$ cat src/rtl/jk_arb_pkg.sv
// Shared types and constants for the two-requester JK bank arbiter.
// Holds the arbiter state encoding, the default sizes and the per-bit JK command encoding.
package jk_arb_pkg;

    typedef enum logic [1:0] {
        IDLE = 2'b00,
        G0   = 2'b01,
        G1   = 2'b10
    } arb_state_t;

    localparam int DEF_WIDTH     = 4;
    localparam int DEF_MAX_BURST = 4;

    typedef enum logic [1:0] {
        JK_HOLD = 2'b00,
        JK_CLR  = 2'b01,
        JK_SET  = 2'b10,
        JK_TOG  = 2'b11
    } jk_cmd_t;

    // Next value of one JK bit for a given {j,k} command.
    function automatic logic jk_bit(input logic j, input logic k, input logic q);
        logic nxt;
        case (jk_cmd_t'({j, k}))
            JK_HOLD: nxt = q;
            JK_CLR:  nxt = 1'b0;
            JK_SET:  nxt = 1'b1;
            default: nxt = ~q;
        endcase
        return nxt;
    endfunction

endpackage

$ cat src/rtl/jk_cell_bank.sv
// WIDTH-bit bank of JK flip-flops with a common enable.
// Bits update only on enabled edges; synchronous reset clears the bank.
module jk_cell_bank
    import jk_arb_pkg::*;
#(
    parameter int WIDTH = DEF_WIDTH
) (
    input  logic             clk,
    input  logic             res,
    input  logic             en,
    input  logic [WIDTH-1:0] j,
    input  logic [WIDTH-1:0] k,
    output logic [WIDTH-1:0] q
);

    logic [WIDTH-1:0] q_next;

    always_comb begin
        q_next = q;
        for (int i = 0; i < WIDTH; i++) begin
            q_next[i] = jk_bit(j[i], k[i], q[i]);
        end
    end

    always_ff @(posedge clk) begin
        if (res) begin
            q <= '0;
        end else if (en) begin
            q <= q_next;
        end
    end

endmodule

$ cat src/rtl/jk_bank_arbiter.sv
// Arbitrates two requesters onto one shared JK bank with burst-limited fairness.
// The granted requester's commands are applied one per edge while its request stays high.
module jk_bank_arbiter
    import jk_arb_pkg::*;
#(
    parameter int WIDTH     = DEF_WIDTH,
    parameter int MAX_BURST = DEF_MAX_BURST
) (
    input  logic             clk,
    input  logic             res,
    input  logic             req0,
    input  logic [WIDTH-1:0] j0,
    input  logic [WIDTH-1:0] k0,
    input  logic             req1,
    input  logic [WIDTH-1:0] j1,
    input  logic [WIDTH-1:0] k1,
    output logic             gnt0,
    output logic             gnt1,
    output logic [WIDTH-1:0] q,
    output logic             busy
);

    localparam logic [3:0] BURST_LIMIT = 4'(MAX_BURST);

    arb_state_t       state, state_next;
    logic [3:0]       cnt, cnt_next;
    logic             last_served, last_served_next;
    logic             apply;
    logic [3:0]       cnt_inc;
    logic [WIDTH-1:0] j_sel, k_sel;

    assign cnt_inc = cnt + 4'd1;

    // Ties in IDLE go to whoever was not served last; a full burst hands over only if the other side waits.
    always_comb begin
        state_next       = state;
        cnt_next         = cnt;
        last_served_next = last_served;
        apply            = 1'b0;
        case (state)
            IDLE: begin
                cnt_next = 4'd0;
                if (req0 && req1) begin
                    state_next = last_served ? G0 : G1;
                end else if (req0) begin
                    state_next = G0;
                end else if (req1) begin
                    state_next = G1;
                end
            end
            G0: begin
                if (!req0) begin
                    state_next       = req1 ? G1 : IDLE;
                    cnt_next         = 4'd0;
                    last_served_next = 1'b0;
                end else begin
                    apply = 1'b1;
                    if (cnt_inc == BURST_LIMIT) begin
                        cnt_next = 4'd0;
                        if (req1) begin
                            state_next       = G1;
                            last_served_next = 1'b0;
                        end
                    end else begin
                        cnt_next = cnt_inc;
                    end
                end
            end
            G1: begin
                if (!req1) begin
                    state_next       = req0 ? G0 : IDLE;
                    cnt_next         = 4'd0;
                    last_served_next = 1'b1;
                end else begin
                    apply = 1'b1;
                    if (cnt_inc == BURST_LIMIT) begin
                        cnt_next = 4'd0;
                        if (req0) begin
                            state_next       = G0;
                            last_served_next = 1'b1;
                        end
                    end else begin
                        cnt_next = cnt_inc;
                    end
                end
            end
            default: begin
                state_next = IDLE;
                cnt_next   = 4'd0;
            end
        endcase
    end

    always_ff @(posedge clk) begin
        if (res) begin
            state       <= IDLE;
            cnt         <= 4'd0;
            last_served <= 1'b1;
        end else begin
            state       <= state_next;
            cnt         <= cnt_next;
            last_served <= last_served_next;
        end
    end

    assign gnt0  = (state == G0);
    assign gnt1  = (state == G1);
    assign busy  = gnt0 | gnt1;
    assign j_sel = gnt1 ? j1 : j0;
    assign k_sel = gnt1 ? k1 : k0;

    jk_cell_bank #(
        .WIDTH(WIDTH)
    ) u_bank (
        .clk(clk),
        .res(res),
        .en (apply),
        .j  (j_sel),
        .k  (k_sel),
        .q  (q)
    );

endmodule

$ cat config.mk
export PLATFORM = sky130hd
export DESIGN_NAME = jk_bank_arbiter
export DESIGN_NICKNAME = d
export VERILOG_FILES = /design/src/rtl/jk_arb_pkg.sv /design/src/rtl/jk_cell_bank.sv /design/src/rtl/jk_bank_arbiter.sv
export SDC_FILE = /design/constraint.sdc
export NUM_CORES = 1
export LEC_CHECK = 0
export CAP_MARGIN = 20
export CORE_AREA = 2 2 49 47
export CTS_CLUSTER_DIAMETER = 120
export DETAILED_ROUTE_END_ITERATION = 7
export DIE_AREA = 0 0 51 49
export HOLD_SLACK_MARGIN = 0.03
export MAX_ROUTING_LAYER = met4
export PLACE_DENSITY = 0.91
export SYNTH_ARGS = -nofsm -noshare
export SYNTH_HDL_FRONTEND = slang
export SYNTH_SLANG_ARGS = --single-unit
$ cat constraint.sdc
create_clock -name clk -period 5.74 [get_ports clk]
set_clock_uncertainty 0.2 [all_clocks]
set_input_delay 1.435 -clock clk [delete_from_list [all_inputs] [get_ports clk]]
set_output_delay 1.435 -clock clk [all_outputs]
set_load 0.02 [all_outputs]
==> impl_metrics.tcl, run 1 <==
set metrics [dict create \
    outcome "complete, no violations" \
    yosysSeqAreaShare 0.228 \
    power.share.switching 0.420 \
    vias 933 \
    die-area_sq_um 2500 \
    power.density_nw_per_um2 287 \
    combPwrFrac 0.577 \
    cts_max_level 1 \
    dr.pass1.iters 4 \
    place_ws_ps 2300 \
    die_height_um 49 \
    drtAntennaViolNets 0 \
    clkTransAtPathRegs_ps 80 \
    yosysMostFrequentCell "ha_1" \
    overflow 0 \
    multiInputGateArea_sq_um 703 \
    grt_pass1_wl_um 3590 \
    synthFlopType "dfxtp_1" \
    syn_area_sq_um 967 \
    pin_count 27 \
    wirelength_um 2190 \
    setup_viol 0 \
    tns_ps 0 \
    viasPerCell 5.59 \
    syn-num-nets 147 \
    final_cell_area_sq_um 1270 \
    ys_types 33 \
    gp_congestion 0.835 \
    die_x_um 51 \
    hpwl_um 1720 \
    grt_max_degree 16 \
    final_util 0.630 \
    min_path_type "reg -> reg" \
    ys_async_sr_fraction 0 \
    clock_latency_ps 270 \
    ctsHoldBuffers 0 \
    nNetsFinal 175 \
    fmax_mhz 266 \
    rrSetupSlack_ps 3200 \
    synth_simple_gate_area_share 0.216 \
    synth_edf_count 0 \
    synthTopCellsByCount "ha_1 (14), mux2i_1 (12), dfxtp_1 (11)" \
    core_area_sq_um 2020 \
    drc 0 \
    synth_warnings 0 \
    cts_inserted_buffers 3 \
    synth_top_area_frac 0.228 \
    regArea_sq_um 220 \
    max-vdd-ir-drop_mv 0.134 \
    startpoint_type "flip-flop" \
    drv_cap 0 \
    antenna_found_initial 0 \
    synth_top_family_by_area "simple AND/OR/NAND/NOR gates" \
    p_clk_frac 0.153 \
    postCtsSetupBuffers 0 \
    clock-root-buffer "clkbuf_4" \
    finalHoldViolCount 0 \
    io_buffers 26 \
    post_dp_cell_area_sq_um 1250 \
    wl_per_cell_um 13.1 \
    area_growth_pct 31.7 \
    drt_iter0_markers 12 \
    antennaDiodeCount 0 \
    holdWs_ps 353 \
    synth-compound-area-share 0.188 \
    synthTopCellsByArea "dfxtp_1 (23%), ha_1 (18%), mux2i_1 (12%), nand3_1 (3.1%), nor3_1 (3.1%)" \
    layout-drive-gt1-share 0.0571 \
    ctsResizeCount 0 \
    synthXorXnorAreaFrac 0.0181 \
    p_int_w 0.000212 \
    worst_pin_slew_ps 718 \
    ys_seq_elements 11 \
    critical_path_class "reg -> out" \
    crit_arrival_ps 2120 \
    p_sw_w 0.000153 \
    grt_setup_unrepaired "no" \
    layout_worst_path_cycle_share 0.654 \
    cp-end-kind "output port" \
    syn_avg_cell_area_sq_um 8.56 \
    drv_slew 0 \
    track_usage 0.190 \
    clock_sinks 11 \
    synth_mux_area_frac 0.124 \
    synthAdderAreaFrac 0.181 \
    initial_utilization 0.478 \
    p_leak_nw 0.526 \
    fill_cells 164 \
    grt_pass1_vias 872 \
    cp_data_required_time_ps 4110 \
    rows 16 \
    p_seq_frac 0.269 \
    cp_max_fo 15 \
    timing.final.crit_period_ps 3750 \
    finalWorstSetupSlack_ps 1990 \
    relSlewSlack 0.521 \
    syn_inst 113 \
    yosysTopAreaCell "dfxtp_1" \
    cts_tree "done" \
    cts_max_path_buffers 2 \
]
## final timing paths
kind                            startpoint          end  cells past startpoint
worst max-delay path              state[0]         gnt1                      3
worst min-delay path                cnt[0]       cnt[0]                      1
worst max register to register    state[0]  u_bank.q[3]                      7
worst min register to register      cnt[0]       cnt[0]                      1
## area by class of cell
type	count	share of cell area
multi-input cells	91	0.552
inverters	8	0.0236
flip-flops and latches	11	0.173
repair buffers	26	0.204
well taps	27	0.0265
clock buffers	4	0.0206
## critical path: stages, from the launching register on
cell and delay (ps):
dfxtp_1 350, inv_1 120, ha_1 630, clkdlybuf4s50_1 730
## power groups by stage
stage	clock network (W)	logic [W]	registers, W
2_1_floorplan	0	0.000142	0.000102
3_3_place_gp	0	0.000201	0.0000987
3_5_place_dp	0	0.000209	0.000100
4_1_cts	0.0000570	0.000210	0.0000983
5_1_grt	0.0000609	0.000231	0.0000998
6_report	0.0000561	0.000211	0.0000985
## cell usage in the layout, fill, tap and decap left out, types with 2 or more instances in the layout
cell type	n
clkdlybuf4s50_1	26
nand2_1	3
o21ai_0	5
and3b_1	3
nand3_1	6
mux2i_1	12
nor3_1	6
nor2_1	8
dfxtp_1	11
and3_1	3
ha_1	14
nor2b_1	2
a21oi_1	5
inv_1	8
a31oi_1	3
nand2b_1	4
xor2_1	2
clkbuf_4	3
## sequential cells by signal (all words and copies together) (netlist names)
name and cells:
last_served 1, state 2, cnt 4, u_bank.q 4
## cell families (layout without fill, tap and decap cells)
| logic type | Yosys count | count (layout) |
|---|---|---|
| AOI/OAI and AO/OA | 25 | 25 |
| xor gates and xnor gates | 2 | 2 |
| adders and majority gates | 14 | 14 |
| buffers and inverters | 11 | 38 |
| DFF | 11 | 11 |
| muxes | 12 | 12 |
| and+or+nand+nor | 38 | 38 |
## through the flow
step	cells	total power, W
6_report	167	0.000366
5_1_grt	167	0.000392
4_1_cts	167	0.000365
3_5_place_dp	163	0.000309
3_3_place_gp	163	0.000300
2_1_floorplan	113	0.000243
## metal layers
metal | part of all wire | vias up | global-route usage
met2 | 0.49 | 23 | 0.320
met5 | 0 | - | -
met1 | 0.46 | 438 | 0.218
met4 | 0.032 | 0 | 0.0991
met3 | 0.021 | 9 | 0.0215
li1 | - | 463 | -
Note: power is estimated with default switching activity, not from simulation.
==> inputs of run 2 (changes only) <==
Settings changed: CORE_AREA 2 2 49 47 to 2 2 51 49, DIE_AREA 0 0 51 49 to 0 0 53 51, PLACE_DENSITY 0.91 to 0.86.
Clock period 5.74 ns to 3.5 ns, I/O delays scaled along.
==> run 2 against run 1 <==
  * Non-clock buffer count rose by 1
  * Flip-flop and latch count did not move
  * Critical path type unchanged
  * Critical path depth did not move
  * Largest cell class unchanged
==> impl_metrics.tcl, run 2 (synthesis results as in run 1) <==
set metrics [dict create \
    timing.final.crit_period_ps 2800 \
    pin_count 27 \
    dr.pass1.iters 4 \
    postCtsSetupBuffers 0 \
    antenna_found_initial 0 \
    drv_cap 0 \
    setup_viol 0 \
    area_growth_pct 32.7 \
    cts_tree "done" \
    final_common_cell "clkdlybuf4s50_1" \
    core_area_sq_um 2230 \
    grt_pass1_vias 873 \
    cp.depth 3 \
    drc 0 \
    nNetsFinal 176 \
    clock_sinks 11 \
    hpwl_um 1790 \
    tns_ps 0 \
    path_cells "inv_1 > ha_1 > clkdlybuf4s50_1" \
    clkTransAtPathRegs_ps 70 \
    critPathSlowestCell "clkdlybuf4s50_1" \
    regArea_sq_um 220 \
    crit_arrival_ps 1720 \
    die-area_sq_um 2700 \
    die_x_um 53 \
    power_w 0.000601 \
    power.density_nw_per_um2 468 \
    cp_data_required_time_ps 2420 \
    holdWs_ps 357 \
    fill_cells 205 \
    viasPerCell 5.37 \
    cp.buffers_inverters 2 \
    die_height_um 51 \
    grt_setup_unrepaired "no" \
    overflow 0 \
    final_util 0.575 \
    ctsHoldBuffers 0 \
    initial_utilization 0.433 \
    slowest_delay_ps 660 \
    clock-root-buffer "clkbuf_4" \
    io_buffers 26 \
    drt_iter0_markers 10 \
    worstRegToRegCells 8 \
    hold_depth 2 \
    vias 908 \
    drtAntennaViolNets 0 \
    layout_worst_path_cycle_share 0.799 \
    rows 17 \
    path_delay_family "buffers and inverters" \
    critical_path_class "reg -> out" \
    track_usage 0.187 \
    stdcell_count 169 \
    antennaDiodeCount 0 \
    startpoint_type "flip-flop" \
    max-vdd-ir-drop_mv 0.298 \
    ctsResizeCount 0 \
    worst_pin_slew_ps 467 \
    cp_max_fo 8 \
    wirelength_um 2250 \
    multiInputGateArea_sq_um 703 \
    layout-drive-gt1-share 0.0709 \
    min_path_type "reg -> reg" \
    cts_max_path_buffers 2 \
    finalHoldViolCount 0 \
    cts_inserted_buffers 3 \
    p_leak_nw 0.534 \
    cts_max_level 1 \
    reg_top3 "cnt: 4 flops, u_bank.q: 4 flops, state: 2 flops" \
    drv_slew 0 \
    grt_pass1_wl_um 3710 \
    gp_congestion 0.778 \
    cp-end-kind "output port" \
    final_cell_mix "clkdlybuf4s50_1 (26), ha_1 (14), mux2i_1 (12)" \
    clock_latency_ps 270 \
    fmax_mhz 357 \
    relSlewSlack 0.688 \
    placedCellCount 165 \
    outcome "complete, no violations" \
    grt_max_degree 15 \
    wl_per_cell_um 13.3 \
]
run 2: changes by cell type in the layout (fill, tap and decap cells not counted):
cell      before  now
buf_4          0    1
clkbuf_1       1    0
clkinv_2       0    1
run 2: per-stage QoR:
stage	setup WS (ps)	area [sq um]
2_1_floorplan	1250	967
3_3_place_gp	855	1260
3_5_place_dp	783	1260
4_1_cts	700	1280
5_1_grt	633	1280
6_report	702	1280
run 2: worst paths after layout:
path / startpoint / endpoint / slack [ps]
max: state[1] / gnt0 / 700
min: u_bank.q[0] / u_bank.q[0] / 360
max reg2reg: state[0] / u_bank.q[0] / 1220
min reg2reg: u_bank.q[0] / u_bank.q[0] / 360
run 2: per-layer routing:
metal / up-vias / track usage / part of all wire
met3: 4 / 0.0263 / 0.025
li1: 470 / - / -
met5: - / - / 0
met4: 0 / 0.0513 / 0.0098
met2: 16 / 0.325 / 0.52
met1: 418 / 0.224 / 0.45
run 2: power by group:
part	internal, W	total, W	switching, W
Sequential	0.000143	0.000162	0.0000188
Clock	0.0000423	0.0000899	0.0000476
Combinational	0.000162	0.000349	0.000187
run 2: area by class of cell:
| type | count | area share |
|---|---|---|
| multi-input cells | 91 | 0.548 |
| repair buffers | 27 | 0.209 |
| flip-flops and latches | 11 | 0.172 |
| well taps | 28 | 0.0273 |
| inverters | 8 | 0.0234 |
| clock buffers | 3 | 0.0175 |
| clock inverters | 1 | 0.00390 |
run 2: worst register-to-register path: stages, from the launching register on:
cell     delay [ps]
dfxtp_1         410
inv_1           110
ha_1            220
buf_4           200
mux2i_1         180
ha_1            220
nor3_1          310
mux2i_1         230
a21oi_1          70
==> inputs of run 3 (changes only) <==
Clock period 3.5 ns to 2.9 ns, I/O delays scaled along.
==> run 3 against run 2 <==
  * Core utilization down 0.056 points
  * Sequential share of layout area about the same
  * Global-route usage fell by 0.054 points
  * Flip-flop and latch count did not move
  * Power rose by 21%
  * Clock power increased by 20%
  * Via count rose by 0.44%
  * Design area about the same
  * First-iteration DRC count rose by 50%
  * Worst setup slack got worse by 460 ps
  * Highest routed layer unchanged
==> impl_metrics.tcl, run 3 (synthesis results as in run 1) <==
set metrics [dict create \
    finalHoldViolCount 0 \
    cts_max_level 1 \
    rrSetupSlack_ps 640 \
    max-vdd-ir-drop_mv 0.327 \
    outcome "complete, no violations" \
    drv_cap 0 \
    path_cells "inv_1 > ha_1 > clkdlybuf4s50_1" \
    cp_data_required_time_ps 1980 \
    timing.final.crit_period_ps 2660 \
    crit_arrival_ps 1730 \
    die-area_sq_um 2700 \
    cp-end-kind "output port" \
    nNetsFinal 176 \
    drv_slew 0 \
    drc 0 \
    cts_max_path_buffers 2 \
    layout_worst_path_cycle_share 0.916 \
    cts_inserted_buffers 3 \
    startpoint_type "flip-flop" \
    die_x_um 53 \
    fmax_mhz 377 \
    gp_congestion 0.755 \
    min-delay-start "cnt[0]" \
    cp_max_fo 5 \
    viasPerCell 5.40 \
    clock_sinks 11 \
    reg_top3 "cnt: 4 flops, u_bank.q: 4 flops, state: 2 flops" \
    fill_cells 208 \
    min_path_type "reg -> reg" \
    whs_endpoint "cnt[0]" \
    overflow 0 \
    grt.busiest_layer "met2" \
    ctsResizeCount 0 \
    critical_path_class "reg -> out" \
    grt_setup_unrepaired "no" \
    rr_endpoint "u_bank.q[1]" \
    final_common_cell "clkdlybuf4s50_1" \
    pin_count 27 \
    relSlewSlack 0.696 \
    antennaDiodeCount 0 \
    critPathSlowestCell "clkdlybuf4s50_1" \
    startpoint "state[0]" \
    die_height_um 51 \
    worst_pin_slew_ps 454 \
    io_buffers 26 \
    drt_iter0_markers 15 \
    hpwl_um 1660 \
    initial_utilization 0.433 \
    area_growth_pct 32.6 \
    wirelength_um 2170 \
    clock_latency_ps 270 \
    r2r_start "state[0]" \
    antenna_found_initial 0 \
    postCtsSetupBuffers 0 \
    final_util 0.574 \
    met3_usage 0.0351 \
    tns_ps 0 \
    final_cell_mix "clkdlybuf4s50_1 (26), ha_1 (14), mux2i_1 (12)" \
    cts_tree "done" \
    grt_pass1_wl_um 3740 \
    track_usage 0.187 \
    grt_max_degree 15 \
    vias 912 \
    ctsHoldBuffers 0 \
    wl_per_cell_um 12.8 \
    power.density_nw_per_um2 565 \
    grt_use_met2 0.325 \
    p_leak_nw 0.531 \
    core_area_sq_um 2230 \
    rows 17 \
    setup_viol 0 \
    grt_pass1_vias 894 \
    layout-drive-gt1-share 0.0638 \
    grt_use_met1 0.223 \
    drtAntennaViolNets 0 \
    hold_depth 1 \
    worstRegToRegCells 8 \
    slowest_delay_ps 620 \
    clkTransAtPathRegs_ps 80 \
    clock-root-buffer "clkbuf_4" \
    dr.pass1.iters 4 \
]
==> run 3: routing by layer <==
layer | part of all wire | routed length (um)
met2 | 0.52 | 1120
met3 | 0.031 | 68
met5 | 0 | 0
met4 | 0.0060 | 13
met1 | 0.45 | 965
==> run 3: worst max-delay path: cells and delay by family (launching register included) <==
| kind | cells | cell delay [ps] |
|---|---|---|
| adder cells (fa/ha/maj) | 1 | 340 |
| buffers and inverters | 2 | 730 |
| flip-flops | 1 | 400 |
==> run 3: how the worst max path moves through the flow <==
stage                       end  slack, ps  depth (start not counted)
global route               busy        190                          3
global placement       state[1]        400                          5
detailed placement     state[1]        290                          5
floorplan           u_bank.q[0]        650                          8
finish                     busy        240                          3
CTS                        busy        240                          3
==> run 3: cell type report <==
| cell class | instances | area (sq um) | area share |
|---|---|---|---|
| inverter | 8 | 30.0 | 0.0234 |
| sequential | 11 | 220 | 0.172 |
| timing repair buffer | 27 | 268 | 0.209 |
| multi-input combinational | 91 | 703 | 0.548 |
| clock buffer | 4 | 26.3 | 0.0205 |
| tap | 28 | 35.0 | 0.0273 |
==> run 3: per-stage QoR <==
stage	hold slack (ps)	std cells	setup WS [ps]	power [W]	instance area (sq um)
final	348	169	245	0.000724	1280
after CTS	351	169	240	0.000730	1280
after detailed placement	341	165	294	0.000619	1260
after floorplan	299	113	647	0.000482	967
after global placement	333	165	404	0.000598	1260
after global routing	391	169	185	0.000784	1280
==> run 3: power by group <==
| part | switching [W] | internal [W] |
|---|---|---|
| registers | 0.0000220 | 0.000173 |
| clock network | 0.0000549 | 0.0000531 |
| logic | 0.000226 | 0.000196 |
| total | 0.000303 | 0.000421 |
